## src/rtl/tron_pkg.sv

```systemverilog
// Shared board geometry, colour codes and RAM address packing for the tron
// datapath: writer, move logic and board scanner all import this.
package tron_pkg;

    localparam int BOARD_COLS = 160;
    localparam int BOARD_ROWS = 120;
    localparam int X_W        = 8;
    localparam int Y_W        = 7;
    localparam int ADDR_W     = X_W + Y_W;

    typedef enum logic [2:0] {
        COL_BLANK = 3'b000,
        COL_P1    = 3'b001,
        COL_P2    = 3'b010,
        COL_P3    = 3'b100,
        COL_P4    = 3'b110,
        COL_CRASH = 3'b111
    } colour_e;

    typedef struct packed {
        logic           vld;
        logic [X_W-1:0] x;
        logic [Y_W-1:0] y;
    } coord_t;

    typedef enum logic [1:0] {
        SCAN_IDLE,
        SCAN_RUN,
        SCAN_DRAIN
    } scan_state_e;

    function automatic logic [ADDR_W-1:0] pack_addr(input logic [X_W-1:0] x,
                                                    input logic [Y_W-1:0] y);
        return {x, y};
    endfunction

endpackage

```

## src/rtl/coord_pipe.sv

```systemverilog
// Delay line that carries issued cell coordinates alongside the RAM read so
// they arrive together with the matching read data.
module coord_pipe
    import tron_pkg::*;
#(
    parameter int DEPTH = 1
) (
    input  logic   clk_i,
    input  logic   clr_i,
    input  coord_t push_i,
    output coord_t pop_o,
    output logic   busy_o
);

    coord_t stage_q [DEPTH];

    always_ff @(posedge clk_i) begin
        if (clr_i) begin
            for (int i = 0; i < DEPTH; i++) stage_q[i] <= '0;
        end else begin
            stage_q[0] <= push_i;
            for (int i = 1; i < DEPTH; i++) stage_q[i] <= stage_q[i-1];
        end
    end

    assign pop_o = stage_q[DEPTH-1];

    always_comb begin
        busy_o = 1'b0;
        for (int i = 0; i < DEPTH; i++) busy_o = busy_o | stage_q[i].vld;
    end

endmodule

```

## src/rtl/board_scanner.sv

```systemverilog
// Raster sweep of the board RAM into the VGA plot stream, one cell per cycle,
// yielding the RAM port to the trail writer while hold is high.
module board_scanner
    import tron_pkg::*;
#(
    parameter int COLS       = BOARD_COLS,
    parameter int ROWS       = BOARD_ROWS,
    parameter int RD_LATENCY = 1
) (
    input  logic              CLOCK_50,
    input  logic              reset,
    input  logic              start,
    input  logic              hold,
    output logic [ADDR_W-1:0] rd_address,
    input  logic [2:0]        rd_q,
    output logic [X_W-1:0]    vga_x,
    output logic [Y_W-1:0]    vga_y,
    output logic [2:0]        vga_colour,
    output logic              vga_plot,
    output logic              busy,
    output logic              done,
    output logic              missed
);

    localparam logic [X_W-1:0] X_LAST = X_W'(COLS - 1);
    localparam logic [Y_W-1:0] Y_LAST = Y_W'(ROWS - 1);

    scan_state_e    state_q, state_d;
    logic [X_W-1:0] x_q, x_d;
    logic [Y_W-1:0] y_q, y_d;
    coord_t         iss_q, iss_d;
    logic           done_q, done_d;
    logic           missed_q, missed_d;
    logic [X_W-1:0] vga_x_q;
    logic [Y_W-1:0] vga_y_q;
    logic [2:0]     vga_colour_q;
    logic           vga_plot_q;

    logic           issue;
    logic           last_cell;
    logic           pipe_busy;
    coord_t         pipe_out;

    assign last_cell = (x_q == X_LAST) && (y_q == Y_LAST);

    always_ff @(posedge CLOCK_50) begin
        if (reset) begin
            state_q  <= SCAN_IDLE;
            x_q      <= '0;
            y_q      <= '0;
            iss_q    <= '0;
            done_q   <= 1'b0;
            missed_q <= 1'b0;
        end else begin
            state_q  <= state_d;
            x_q      <= x_d;
            y_q      <= y_d;
            iss_q    <= iss_d;
            done_q   <= done_d;
            missed_q <= missed_d;
        end
    end

    always_comb begin
        state_d  = state_q;
        issue    = 1'b0;
        done_d   = 1'b0;
        missed_d = missed_q;
        case (state_q)
            SCAN_IDLE: begin
                if (start) begin
                    state_d = SCAN_RUN;
                    if (!hold) begin
                        issue = 1'b1;
                        if (last_cell) state_d = SCAN_DRAIN;
                    end
                end
            end
            SCAN_RUN: begin
                if (start) missed_d = 1'b1;
                if (!hold) begin
                    issue = 1'b1;
                    if (last_cell) state_d = SCAN_DRAIN;
                end
            end
            SCAN_DRAIN: begin
                if (start) missed_d = 1'b1;
                // Empty means the last read has been plotted already.
                if (!iss_q.vld && !pipe_busy) begin
                    state_d = SCAN_IDLE;
                    done_d  = 1'b1;
                end
            end
            default: state_d = SCAN_IDLE;
        endcase
    end

    // Counters wrap back to (0,0) after the last cell, ready for the next frame.
    always_comb begin
        x_d   = x_q;
        y_d   = y_q;
        iss_d = iss_q;
        iss_d.vld = issue;
        if (issue) begin
            iss_d.x = x_q;
            iss_d.y = y_q;
            if (x_q == X_LAST) begin
                x_d = '0;
                y_d = (y_q == Y_LAST) ? '0 : y_q + 1'b1;
            end else begin
                x_d = x_q + 1'b1;
            end
        end
    end

    assign rd_address = pack_addr(iss_q.x, iss_q.y);

    coord_pipe #(
        .DEPTH (RD_LATENCY)
    ) u_coord_pipe (
        .clk_i  (CLOCK_50),
        .clr_i  (reset),
        .push_i (iss_q),
        .pop_o  (pipe_out),
        .busy_o (pipe_busy)
    );

    always_ff @(posedge CLOCK_50) begin
        if (reset) begin
            vga_x_q      <= '0;
            vga_y_q      <= '0;
            vga_colour_q <= '0;
            vga_plot_q   <= 1'b0;
        end else if (pipe_out.vld) begin
            vga_x_q      <= pipe_out.x;
            vga_y_q      <= pipe_out.y;
            vga_colour_q <= rd_q;
            vga_plot_q   <= 1'b1;
        end else begin
            vga_plot_q   <= 1'b0;
        end
    end

    assign vga_x      = vga_x_q;
    assign vga_y      = vga_y_q;
    assign vga_colour = vga_colour_q;
    assign vga_plot   = vga_plot_q;
    assign busy       = (state_q != SCAN_IDLE);
    assign done       = done_q;
    assign missed     = missed_q;

endmodule

```

## config.mk

```make
export PLATFORM = sky130hd
export DESIGN_NAME = board_scanner
export DESIGN_NICKNAME = d
export VERILOG_FILES = /design/src/rtl/tron_pkg.sv /design/src/rtl/coord_pipe.sv /design/src/rtl/board_scanner.sv
export SDC_FILE = /design/constraint.sdc
export NUM_CORES = 1
export LEC_CHECK = 0
export ABC_CLOCK_PERIOD_IN_PS = 2550
export BUFFER_PORTS_ARGS = -buffer_cell sky130_fd_sc_hd__buf_2
export CORE_MARGIN = 2
export CORE_UTILIZATION = 55
export DETAILED_ROUTE_END_ITERATION = 8
export GPL_TIMING_DRIVEN = 0
export HOLD_SLACK_MARGIN = 0.1
export PLACE_DENSITY = 0.78
export SLEW_MARGIN = 20
export SYNTH_ARGS = -nofsm -noshare
export SYNTH_HDL_FRONTEND = slang
export SYNTH_SLANG_ARGS = --single-unit
```

## constraint.sdc

```tcl
create_clock -name CLOCK_50 -period 2.55 [get_ports CLOCK_50]
set_clock_uncertainty 0.1 [all_clocks]
set_input_delay 0.3825 -clock CLOCK_50 [delete_from_list [all_inputs] [get_ports CLOCK_50]]
set_output_delay 0.3825 -clock CLOCK_50 [all_outputs]
set_load 0.05 [all_outputs]
```

## Word level (Yosys, flattened, before mapping)

Memory sizes are Yosys's and may differ from the RTL's.
Cells that the tools add are included.

- Register bits after elaboration: 54
- Memory bits (writable): 16
- Memories: 1

Memory list:

| name | words | bits a word | read ports | clocked after memory_dff | wr ports | line | text |
|---|---|---|---|---|---|---|---|
| u_coord_pipe.stage_q | 1 | 16 | 1 | 0 | 1 | coord_pipe.sv:15 | `coord_t stage_q [DEPTH];` |

- Add/subtract/negate cells: 2
- Equal/unequal tests: 8
- Muxes and demuxes: 19
- Bitwise operators: 1
- Reductions and logical operators: 12

Operators with widths:

| cell | number |
|---|---|
| $mux W16 | 1 |
| $reduce_or A16 Y1 | 1 |
| $mux W2 | 6 |
| $add A8 B1 Y8 const B | 1 |
| $eq A8 B8 Y1 const B | 1 |
| $mux W1 | 8 |
| $mux W8 | 1 |
| $ne A2 B2 Y1 const B | 4 |
| $add A7 B1 Y7 const B | 1 |
| $eq A7 B7 Y1 const B | 1 |
| $mux W7 | 1 |
| $pmux W2 S3 | 1 |
| $reduce_and A2 Y1 | 2 |
| $reduce_and A4 Y1 | 1 |
| $reduce_or A2 Y1 | 2 |
| $eq A2 B1 Y1 const B | 1 |
| $eq A2 B2 Y1 const B | 1 |
| $logic_and A1 B1 Y1 | 2 |
| $logic_not A1 Y1 | 2 |
| $logic_not A2 Y1 | 1 |
| $pmux W1 S2 | 1 |
| $reduce_bool A2 Y1 | 1 |
| $not A1 Y1 | 1 |

## Longest topological paths before layout

- Depth after elaboration: 6
- Gate-level depth with buffers: 8
- Mapped depth without buffers: 6

## By module

A second synthesis with hierarchy kept.

- Cell total of the unflattened synthesis: 289
- Area total of the unflattened synthesis: 2,772.7 um^2

By module, submodules not included:

| module | instances | cells an instance | area an instance (um^2) | sequential area each (um^2) |
|---|---|---|---|---|
| board_scanner | 1 | 255 | 2,301.0 | 1,081.0 |
| coord_pipe | 1 | 34 | 471.7 | 320.3 |

## Least setup slack after synthesis

No wires, ideal clock.

- Kind: register to register
- Start: register state_q[0]
- End: register state_q[0]
- Data arrival time: 1.934 ns
- Slack: 0.442 ns
- Stages on the path, launching flop included: 7
- Period minus slack after synthesis: 2.108 ns
- Path through: dfxtp_1 > inv_1 > ha_1 > inv_1 > o21ai_0 > or4b_2 > a31oi_1

- Longest elaborated chain between the ends: 3
- Elaborated cells between the ends (all ways): 9
- Those cells by class: eq/ne: 6; mux: 1; reduce/logical: 2

Ends and longest elaborated chain:

| item | line | text |
|---|---|---|
| start, declared | board_scanner.sv:28 | `scan_state_e state_q, state_d;` |
| start signal, assigned | board_scanner.sv:55 | `state_q <= state_d;` |
| $eq A2 B2 Y1 (tied with other cells) | board_scanner.sv:69 | `case (state_q)` |
| $ne A2 B2 Y1 (no line) | -- |  |
| $reduce_and A4 Y1 (no line) | -- |  |

Several ways; a longest one is shown, not always the timed one.
A chain may end at the register's enable or synchronous reset.

## Worst setup path after layout

- Start: register state_q[0]
- End: register y_q[3]

- Longest elaborated chain between the ends: 3
- Elaborated cells between the ends (all ways): 4
- Those cells by class: eq/ne: 1; mux: 1; reduce/logical: 2

Ends and longest elaborated chain:

| item | line | text |
|---|---|---|
| $eq A2 B1 Y1 or $logic_not A2 Y1 (tied branches) | board_scanner.sv:69 |  |
| $pmux W1 S2 (*) | board_scanner.sv:69 |  |
| $reduce_and A2 Y1 (no line) (*) | -- |  |
| end signal, assigned | board_scanner.sv:57 | `y_q <= y_d;` |
| end, declared | board_scanner.sv:30 | `logic [Y_W-1:0] y_q, y_d;` |

Mark *: on every way between the ends. The rest lies on a longest branch, timed or not.

==> results.cfg <==
[status]
outcome = complete, no violations

[worst_setup_path]
start_kind = flop
ff2ff_path_depth = 7
critical-path-top-delay-family = simple AND/OR/NAND/NOR gates
worst_case_register_to_register_setup_slack_ps = 270
timing.rr.start = state_q[0]$_SDFFE_PP0P_
cells_traversed_along_the_worst_timing_path = inv_1 > ha_1 > a21oi_1 > or4_1 > clkbuf_2 > or4_1 > a21oi_1
reg2reg_to = y_q[3]$_SDFFE_PP0P_
worst_setup_path_category = flop to flop
crit_path_max_fanout = 9
crit_path_top_delay_cell = sky130_fd_sc_hd__or4_1
worst_ep_required_time_ps = 2730
crit_path_max_incr_delay_ps = 480
cp.arrival_ps = 2460
critical_path.n_buffers_inverters = 2
cp-end-kind = flop

[timing]
setup_tns_ps = 0
timing.final.max_slew_violations = 0
final.period_utilization_pct = 89.5
achievable-frequency_mhz = 438
period_minus_ws_final_ps = 2280
unrepaired_setup_endpoints_after_global_routing = false
fin_hold_ws_ps = 181
report.final.setup_viol = 0
tightestPinTransition_ps = 750
relSlewSlack_pct = 49.6
timing.final.hold_violations = 0

[power_and_ir_drop]
combinationalPowerShare_pct = 7.4
p_clk_share_pct = 42.9
pwr-share-seq_pct = 49.7
internal_power_mw = 1.73
netSwitchingFraction_pct = 23.3
net-switching-power_mw = 0.524
irDropWorstVdd_v = 0.000380
total_power_density_per_cell_area_nw_per_um2 = 696
leakage_nw = 1.31

[clock_network]
cts-root-to-sink-buffers = 2
cts.root.buffer_cell = sky130_fd_sc_hd__clkbuf_8
tritoncts.num_buffers = 9
hold_buffers_post_cts = 0
clkSlewWorstSetupHoldPaths_ps = 70
cts_post_setup_buffers_inserted = 0
worstSkewPairLatency_ps = 340
cts_max_level = 3
cts_tree = built
cts_resized = 0
clock_sinks = 70

[routing]
drt-wirelength-per-cell_um = 12.8
residual_antenna_violating_net_count_after_detailed_routing = 0
postRouteWirelength_mm = 5.31
avgViaCountPerCell = 5.07
detailedRoute.firstIterationViolations = 90
drc = 0
drt_pass1_iterations = 4
dr_total_vias = 2108

[hold_path]
hold-path-cell-count = 3
terminating_pin_of_the_worst_hold_path = vga_colour[1]$_SDFFE_PP0P_
hold_path.startpoint = rd_q[1]
timing.hold.worst.class = input port to flop

[cells_and_area]
layout.cells.most_common = sky130_fd_sc_hd__dfxtp_1
final_layout_size_suffix_gt1_share_pct = 23.5
fin_nets = 356
diodes = 0
layout.cells.most_common_list = sky130_fd_sc_hd__dfxtp_1 (70), sky130_fd_sc_hd__buf_2 (42), sky130_fd_sc_hd__nand2_1 (39)
layout-area-overhead-vs-synth_pct = 18.7

[die]
floorplan.die_area_um2 = 5530
boundaryPins = 44
chipWidth_um = 74.4
std_cell_rows = 25
core_region_area_um2 = 4750
die_height_um = 74.4
initial_core_util_pct = 57.3

[job]
max-cap-violations = 0

[synth]
synth-adder-area-share_pct = 2.30
syn_inst = 292
yosys.cell_types.count = 42
synth-edff-count = 0
synthSimpleGateAreaFrac_pct = 22.2
synth_area_per_cell_um2 = 9.33
synth_ff_type = sky130_fd_sc_hd__dfxtp_1
yosys_register_bits = 70
combinational_family_with_the_most_area_after_synthesis = simple AND/OR/NAND/NOR gates
seq_area_frac_synth_pct = 51.4
synth-compound-area-share_pct = 8.77
netlist_area_um2 = 2730
synth_warnings = 0
share_of_synthesized_area_spent_on_multiplexers_pct = 6.61
postSynthNetCount = 304
xor_xnor_portion_of_the_synthesized_cell_area_pct = 1.29
synthArstFlopShare_pct = 0

[global_route]
first_pass_grt_wire_length_mm = 8.65
gr-usage-all-layers_pct = 21.1
antenna_found_initial = 0
globalRouteOverflowTotal = 0
grt_max_degree = 12
via_count_of_the_first_global_routing_pass = 1891

[place]
detailedPlacementHpwl_mm = 3.66
port-buffer-count = 41
globalplace.congestion = 0.884
worst max-delay path by stage:
stage | from | endpoint | slack (ps) | depth (start not counted)
2_1_floorplan | state_q[0]$_SDFFE_PP0P_ | state_q[0]$_SDFFE_PP0P_ | 440 | 6
6_report | state_q[0]$_SDFFE_PP0P_ | y_q[3]$_SDFFE_PP0P_ | 270 | 7
4_1_cts | state_q[0]$_SDFFE_PP0P_ | y_q[5]$_SDFFE_PP0P_ | 40 | 6
3_3_place_gp | x_q[0]$_SDFFE_PP0P_ | y_q[5]$_SDFFE_PP0P_ | 120 | 5
3_5_place_dp | state_q[0]$_SDFFE_PP0P_ | y_q[5]$_SDFFE_PP0P_ | 130 | 6
5_1_grt | state_q[0]$_SDFFE_PP0P_ | y_q[3]$_SDFFE_PP0P_ | 60 | 7
power groups by stage:
stage          clock [mW]  combinational (mW)  sequential [mW]
2_1_floorplan           0               0.112             1.15
3_3_place_gp            0               0.162             1.14
3_5_place_dp            0               0.167             1.14
4_1_cts             0.982               0.167             1.12
5_1_grt              1.03               0.186             1.12
6_report            0.967               0.167             1.12
tightest hold or removal path: cells and delay by family:
kind | cells | cell delay, ps
buf+inv | 1 | 70
mux | 1 | 50
simple gates | 1 | 70
synth_stat cells (all sizes together), types with 3 or more instances:
| cell | number | area (um^2) |
|---|---|---|
| and3 | 3 | 21.3 |
| nor2b | 18 | 113 |
| buf | 18 | 136 |
| nor4b | 3 | 26.3 |
| nand2 | 39 | 146 |
| or3 | 5 | 33.8 |
| ha | 5 | 62.6 |
| mux2i | 18 | 180 |
| clkbuf | 12 | 46.3 |
| nand3 | 3 | 20.0 |
| inv | 5 | 18.8 |
| o21ai | 7 | 35.0 |
| nor2 | 28 | 105 |
| dfxtp | 70 | 1400 |
| a21oi | 28 | 140 |
| xnor2 | 3 | 26.3 |
| nand4 | 3 | 18.8 |
cell type report:
class | count | area [um^2]
clock buffers | 12 | 145
multi-input cells | 187 | 1130
plain buffers | 30 | 183
well taps | 67 | 83.8
clock inverters | 4 | 70.1
fillers | 395 | 1520
repair buffers | 41 | 205
flip-flops and latches | 70 | 1400
inverters | 5 | 18.8
cell families (layout without fill, tap and decap cells):
family          after synthesis  count (layout)
compound gates               43              43
flops                        70              70
mux                          18              18
fa+ha+maj                     5               5
buf+inv                      35              92
simple gates                117             117
xor+xnor                      4               4
flip-flops by register name, indices dropped and copies added, names as in the netlist:
signal	cells
missed	1
u_coord_pipe.stage_q	16
iss_q	1
vga_plot	1
vga_x	8
y_q	7
state_q	2
done	1
vga_colour	3
x_q	8
vga_y	7
rd_address	15
stage by stage:
step	utilization, %	total power [mW]	instances	setup slack, ps	instance area (um^2)
final	68.1	2.25	416	268	3240
after global routing	68.1	2.34	416	61.0	3240
after CTS	67.9	2.27	416	38.4	3230
after detailed placement	63.4	1.31	400	129	3010
after global placement	63.4	1.30	400	120	3010
after floorplan	-	1.27	292	442	2730
routing by layer:
| layer | global-route usage [%] | vias to the layer above | part of all wire (%) |
|---|---|---|---|
| li1 | - | 1082 | - |
| met1 | 27.3 | 960 | 46 |
| met2 | 31.6 | 58 | 46 |
| met3 | 7.86 | 8 | 5.7 |
| met4 | 9.13 | 0 | 1.6 |
| met5 | 0 | - | 0 |
No activity file was read; power rests on OpenSTA's default activity.
